File: config.mk
export PLATFORM = sky130hd
export DESIGN_NAME = imem_fetch_unit
export DESIGN_NICKNAME = d
export VERILOG_FILES = /design/src/rtl/imem_fetch_unit.sv
export SDC_FILE = /design/constraint.sdc
export NUM_CORES = 2
export LEC_CHECK = 0
export ABC_AREA = 0
export BUFFER_PORTS_ARGS = -buffer_cell sky130_fd_sc_hd__buf_2
export CAP_MARGIN = 20
export CELL_PAD_IN_SITES_DETAIL_PLACEMENT = 1
export CELL_PAD_IN_SITES_GLOBAL_PLACEMENT = 2
export CORE_ASPECT_RATIO = 1.4
export CORE_MARGIN = 3
export CORE_UTILIZATION = 35
export CTS_CLUSTER_DIAMETER = 40
export DETAILED_ROUTE_END_ITERATION = 7
export GPL_TIMING_DRIVEN = 0
export PLACE_DENSITY_LB_ADDON = 0.1
export SLEW_MARGIN = 5
export SYNTH_ARGS = -nofsm -noshare
export SYNTH_HDL_FRONTEND = slang
export SYNTH_SLANG_ARGS = --single-unit
File: constraint.sdc
create_clock -name clk -period 4.94 [get_ports clk]
set_input_delay 0 -clock clk [delete_from_list [all_inputs] [get_ports clk]]
set_output_delay 0 -clock clk [all_outputs]
set_load 0.005 [all_outputs]
File: src/rtl/imem_fetch_unit.sv
// Word-organised instruction store with self-clearing init, sequential load port,
// registered fetch with fault flags. Optional parity storage: IMEM_PARITY_EN.
module imem_fetch_unit #(
  parameter int                    DATA_WIDTH = 32,
  parameter int                    ADDR_WIDTH = 32,
  parameter int                    DEPTH      = 64,
  parameter logic [DATA_WIDTH-1:0] NOP_WORD   = '0
) (
  input  logic                  clk,
  input  logic                  startin,
  input  logic                  fetch_req,
  input  logic [ADDR_WIDTH-1:0] address,
  output logic [DATA_WIDTH-1:0] instruction,
  output logic                  instr_valid,
  output logic                  misaligned,
  output logic                  out_of_range,
  input  logic                  load_en,
  input  logic [DATA_WIDTH-1:0] load_data,
  output logic                  load_full,
  output logic                  busy,
  input  logic                  parity_inject,
  output logic                  parity_err
);

  localparam int AW = $clog2(DEPTH);

  typedef enum logic {INIT, READY} state_t;

  state_t                  state_reg;
  logic [AW-1:0]           clr_ptr_reg;
  logic [AW:0]             load_ptr_reg;
  logic [DATA_WIDTH-1:0]   instruction_reg;
  logic                    instr_valid_reg;
  logic                    misaligned_reg;
  logic                    out_of_range_reg;
  logic                    load_full_reg;
  logic                    busy_reg;
  logic                    parity_err_reg;

  logic [DATA_WIDTH-1:0]   mem [DEPTH];

  logic                    mem_we;
  logic [AW-1:0]           mem_waddr;
  logic [DATA_WIDTH-1:0]   mem_wdata;

  logic [AW-1:0]           rd_idx;
  logic                    fetch_mis;
  logic                    fetch_oor;
  logic                    fetch_fault;
  logic                    load_accept;
  logic                    par_mismatch;

  assign rd_idx      = address[AW+1:2];
  assign fetch_mis   = |address[1:0];
  assign fetch_oor   = (address >> (AW + 2)) != '0;
  assign fetch_fault = fetch_mis | fetch_oor;

  // The top bit of load_ptr_reg is set exactly when all DEPTH words are loaded.
  assign load_accept = load_en & ~load_ptr_reg[AW];

  // One write port shared by the clear sequence and the load port.
  always_comb begin
    mem_we    = 1'b0;
    mem_waddr = '0;
    mem_wdata = NOP_WORD;
    if (!startin) begin
      if (state_reg == INIT) begin
        mem_we    = 1'b1;
        mem_waddr = clr_ptr_reg;
      end else if (load_accept) begin
        mem_we    = 1'b1;
        mem_waddr = load_ptr_reg[AW-1:0];
        mem_wdata = load_data;
      end
    end
  end

  always_ff @(posedge clk) begin
    if (mem_we) begin
      mem[mem_waddr] <= mem_wdata;
    end
  end

`ifdef IMEM_PARITY_EN
  logic par_mem [DEPTH];
  logic mem_wpar;

  always_comb begin
    mem_wpar = ^NOP_WORD;
    if (state_reg == READY) begin
      mem_wpar = (^load_data) ^ parity_inject;
    end
  end

  always_ff @(posedge clk) begin
    if (mem_we) begin
      par_mem[mem_waddr] <= mem_wpar;
    end
  end

  assign par_mismatch = (^mem[rd_idx]) ^ par_mem[rd_idx];
`else
  logic unused_parity_inject;
  assign unused_parity_inject = parity_inject;
  assign par_mismatch         = 1'b0;
`endif

  // The fetch result register samples the array before this cycle's write lands,
  // so a same-cycle fetch of the word being loaded sees the old contents.
  always_ff @(posedge clk) begin
    if (startin) begin
      state_reg        <= INIT;
      clr_ptr_reg      <= '0;
      load_ptr_reg     <= '0;
      instruction_reg  <= NOP_WORD;
      instr_valid_reg  <= 1'b0;
      misaligned_reg   <= 1'b0;
      out_of_range_reg <= 1'b0;
      load_full_reg    <= 1'b0;
      busy_reg         <= 1'b1;
      parity_err_reg   <= 1'b0;
    end else begin
      case (state_reg)
        INIT: begin
          instr_valid_reg  <= 1'b0;
          misaligned_reg   <= 1'b0;
          out_of_range_reg <= 1'b0;
          parity_err_reg   <= 1'b0;
          clr_ptr_reg      <= clr_ptr_reg + 1'b1;
          if (clr_ptr_reg == AW'(DEPTH - 1)) begin
            state_reg <= READY;
            busy_reg  <= 1'b0;
          end
        end
        READY: begin
          instr_valid_reg <= fetch_req;
          if (fetch_req) begin
            misaligned_reg   <= fetch_mis;
            out_of_range_reg <= fetch_oor;
            instruction_reg  <= fetch_fault ? NOP_WORD : mem[rd_idx];
            parity_err_reg   <= ~fetch_fault & par_mismatch;
          end else begin
            misaligned_reg   <= 1'b0;
            out_of_range_reg <= 1'b0;
            parity_err_reg   <= 1'b0;
          end
          if (load_accept) begin
            load_ptr_reg  <= load_ptr_reg + 1'b1;
            load_full_reg <= (load_ptr_reg + 1'b1) == (AW + 1)'(DEPTH);
          end
        end
        default: begin
          state_reg <= INIT;
        end
      endcase
    end
  end

  assign instruction  = instruction_reg;
  assign instr_valid  = instr_valid_reg;
  assign misaligned   = misaligned_reg;
  assign out_of_range = out_of_range_reg;
  assign load_full    = load_full_reg;
  assign busy         = busy_reg;
  assign parity_err   = parity_err_reg;

endmodule

==> results.cfg <==
[run_status]
status = finished, final reports clean

[placement]
detailed_place_hpwl_um = 206000
place.gp.congestion = 0.813
io_buffers = 101

[critical_path]
path_common_cell = dlygate4sd3_1
start_kind = input pin
slowest_stage = clkbuf_1
cp_max_fo = 10
crit_family = buffers and inverters
crit_path_end_kind = flip-flop
max_stage_delay_ns = 0.75
required_ns = 5.71
crit_type = input pin to flip-flop
crit_chain = dlygate4sd3_1, buf_2, nor4_1, dlygate4sd3_1, nand4_1, dlygate4sd3_1, nor3b_4, dlygate4sd3_1, buf_8, clkbuf_1, o21ai_0, o31ai_1
cp_num_buf_inv = 7
worst_ep_arrival_time_ns = 4.93

[flow_run]
max_cap_violations = 0

[timing]
final_max_slew_viol_count = 0
holdWs_ns = 0.109
finalCritPeriodShare_pct = 84.1
rsz0062_at_grt = false
setup_viol = 0
relSlewSlack_pct = 21.3
finalHoldViolCount = 0
skew_ns = 0.0516
fmax_mhz = 241
period_needed_ns = 4.16
tightest_slew_ns = 1.18

[grt]
grt_max_degree = 65
grt_pass1_wl_um = 397000
track_usage_pct = 24.9
grt_pass1_vias = 44335
overflow = 0
antenna_found_initial = 21

[floorplan]
die_w_um = 412
rows = 207
die_area_um2 = 236000
core_area_um2 = 228000
die_h_um = 574
initial_core_util_pct = 35.3
ios = 107

[clock_tree]
ctsRootBufferMaster = clkbuf_16
clk_latency_ns = 0.90
htreeDepth = 4
cts_sinks = 2099
cts_tree = built
path_clk_slew_ns = 0.06
cts_buffers = 241
clock_path_buffers = 4

[final_layout]
final_common_cell = edfxtp_1
final_nets = 4448
area_growth_syn_to_layout_pct = 20.5
drive_above_1_share_pct = 29.4
finish.utilization_pct = 42.6
fillers = 21086
mostFrequentLayoutCells = 2048 x edfxtp_1, 403 x mux4_2, 244 x clkbuf_16
largest_reg_flops = 2048

[power_and_ir_drop]
ir_drop_mv = 0.293
powerDensity_nw_per_um2 = 401
p_leak_uw = 0.0352

[synth]
synth-compound-area-share_pct = 3.68
synth_seq_cells = 2099
ys_async_sr_fraction_pct = 0
yosys_warnings = 0
synth_cells = 3831
synth_top_family_by_area = multiplexers
synth-main-ff-cell = edfxtp_1
synth_seq_area_share_pct = 77.6
synth_xor_area_share_pct = 0.0978
synthMuxAreaShare_pct = 14.2
synth_area_um2 = 80600
avgSynthCellArea_um2 = 21.0
synth.net_count = 3903
synthSimpleGateAreaFrac_pct = 2.72
ys_types = 65
synth_edf_count = 2048
yosys.area_share.adder_pct = 0.0466

[routing]
routed_wl_um = 297000
num_vias = 42917
first_pass_iters = 8
drt_iter0_drc = 4599
drc = 0
wl_per_cell_um = 39.0
vias_per_cell = 5.64
ant_nets = 0

[worst_hold_path]
hp-class = input pin to flip-flop
-- metal layers --
| layer | part of all wire, % | vias to the layer above | global-route usage, % |
|---|---|---|---|
| met3 | 5.3 | 366 | 2.89 |
| li1 | - | 17150 | - |
| met2 | 51 | 1554 | 43.1 |
| met4 | 3.6 | 0 | 8.14 |
| met5 | 0 | - | 0 |
| met1 | 40 | 23847 | 32.6 |
-- tightest hold or removal path, cell delays in order --
cell	delay, ns
buf_2	0.08
nor4_1	0.03
nand2_1	0.13
nor2_1	0.08
nor2_1	0.09
dlygate4sd3_1	0.54
-- Yosys cell counts (17+ instances only) --
cell type	number	share of area (%)
a211oi_1	31	0.29
a21oi_1	39	0.24
a221oi_1	25	0.27
a22o_1	26	0.28
a22oi_1	62	0.58
and2_1	35	0.27
and3_1	31	0.24
buf_2	71	0.44
buf_4	32	0.30
buf_6	29	0.41
clkbuf_1	68	0.32
dfxtp_1	51	1.3
edfxtp_1	2048	76
mux2_2	53	0.74
mux2i_1	166	2.1
mux4_2	403	11
nand2_1	182	0.85
nand3_1	17	0.11
nor2_1	89	0.41
nor2b_1	41	0.32
nor3_1	27	0.17
o22ai_1	64	0.50
o31ai_1	21	0.20
o41ai_1	17	0.18
-- path summary, 6_finish.rpt --
kind / start / to / slack [ns] / cells after the start
hold / removal: address[18] / out_of_range / 0.11 / 6
hold reg to reg: load_ptr_reg[6] / load_ptr_reg[6] / 0.46 / 2
setup / recovery: address[30] / instruction[8] / 0.78 / 12
setup reg to reg: load_ptr_reg[6] / mem[35][2] / 0.86 / 7
-- per-stage QoR --
| step | worst slack [ns] | cell area [um2] | instances | TNS, ns | power, uW |
|---|---|---|---|---|---|
| 2_1_floorplan | 1.50 | 80600 | 3831 | 0 | 20400 |
| 4_1_cts | 0.853 | 97000 | 7599 | 0 | 39300 |
| 6_report | 0.784 | 97100 | 7605 | 0 | 38900 |
| 3_3_place_gp | -2.02 | 84900 | 6962 | -2441.34 | 21100 |
| 5_1_grt | 0.614 | 97100 | 7605 | 0 | 40000 |
| 3_5_place_dp | 0.749 | 88500 | 7108 | 0 | 21100 |
-- power breakdown --
| part | internal (uW) | total, uW | switching [uW] |
|---|---|---|---|
| Sequential | 19300 | 19300 | 12.6 |
| Clock | 10700 | 18200 | 7530 |
| Combinational | 458 | 1430 | 976 |
| Total | 30400 | 38900 | 8520 |
-- layout make-up --
| class | count | area, um2 | share of cell area [%] |
|---|---|---|---|
| Timing Repair Buffer | 302 | 4040 | 4.16 |
| Clock buffer | 273 | 6260 | 6.45 |
| Clock inverter | 168 | 1780 | 1.84 |
| Tap cell | 3030 | 3790 | 3.90 |
| Buffer | 221 | 1350 | 1.39 |
| Sequential cell | 2099 | 62500 | 64.4 |
| Inverter | 6 | 22.5 | 0.0232 |
| Multi-Input combinational cell | 1505 | 17300 | 17.8 |
| Antenna cell | 1 | 2.50 | 0.00258 |
-- cells by family after synthesis --
group / Yosys count
xor+xnor: 9
buf+inv: 227
simple gates: 463
other cells: 1
flops: 2099
fa+ha+maj: 3
compound gates: 399
mux: 630
-- what timing repair did --
item                      4_1_cts  5_1_grt
hold buffers                   50        0
buffers inserted                0        0
hold endpoints to repair     1815        0
gates resized for setup         0        0
Note: power is estimated with default switching activity, not from simulation.
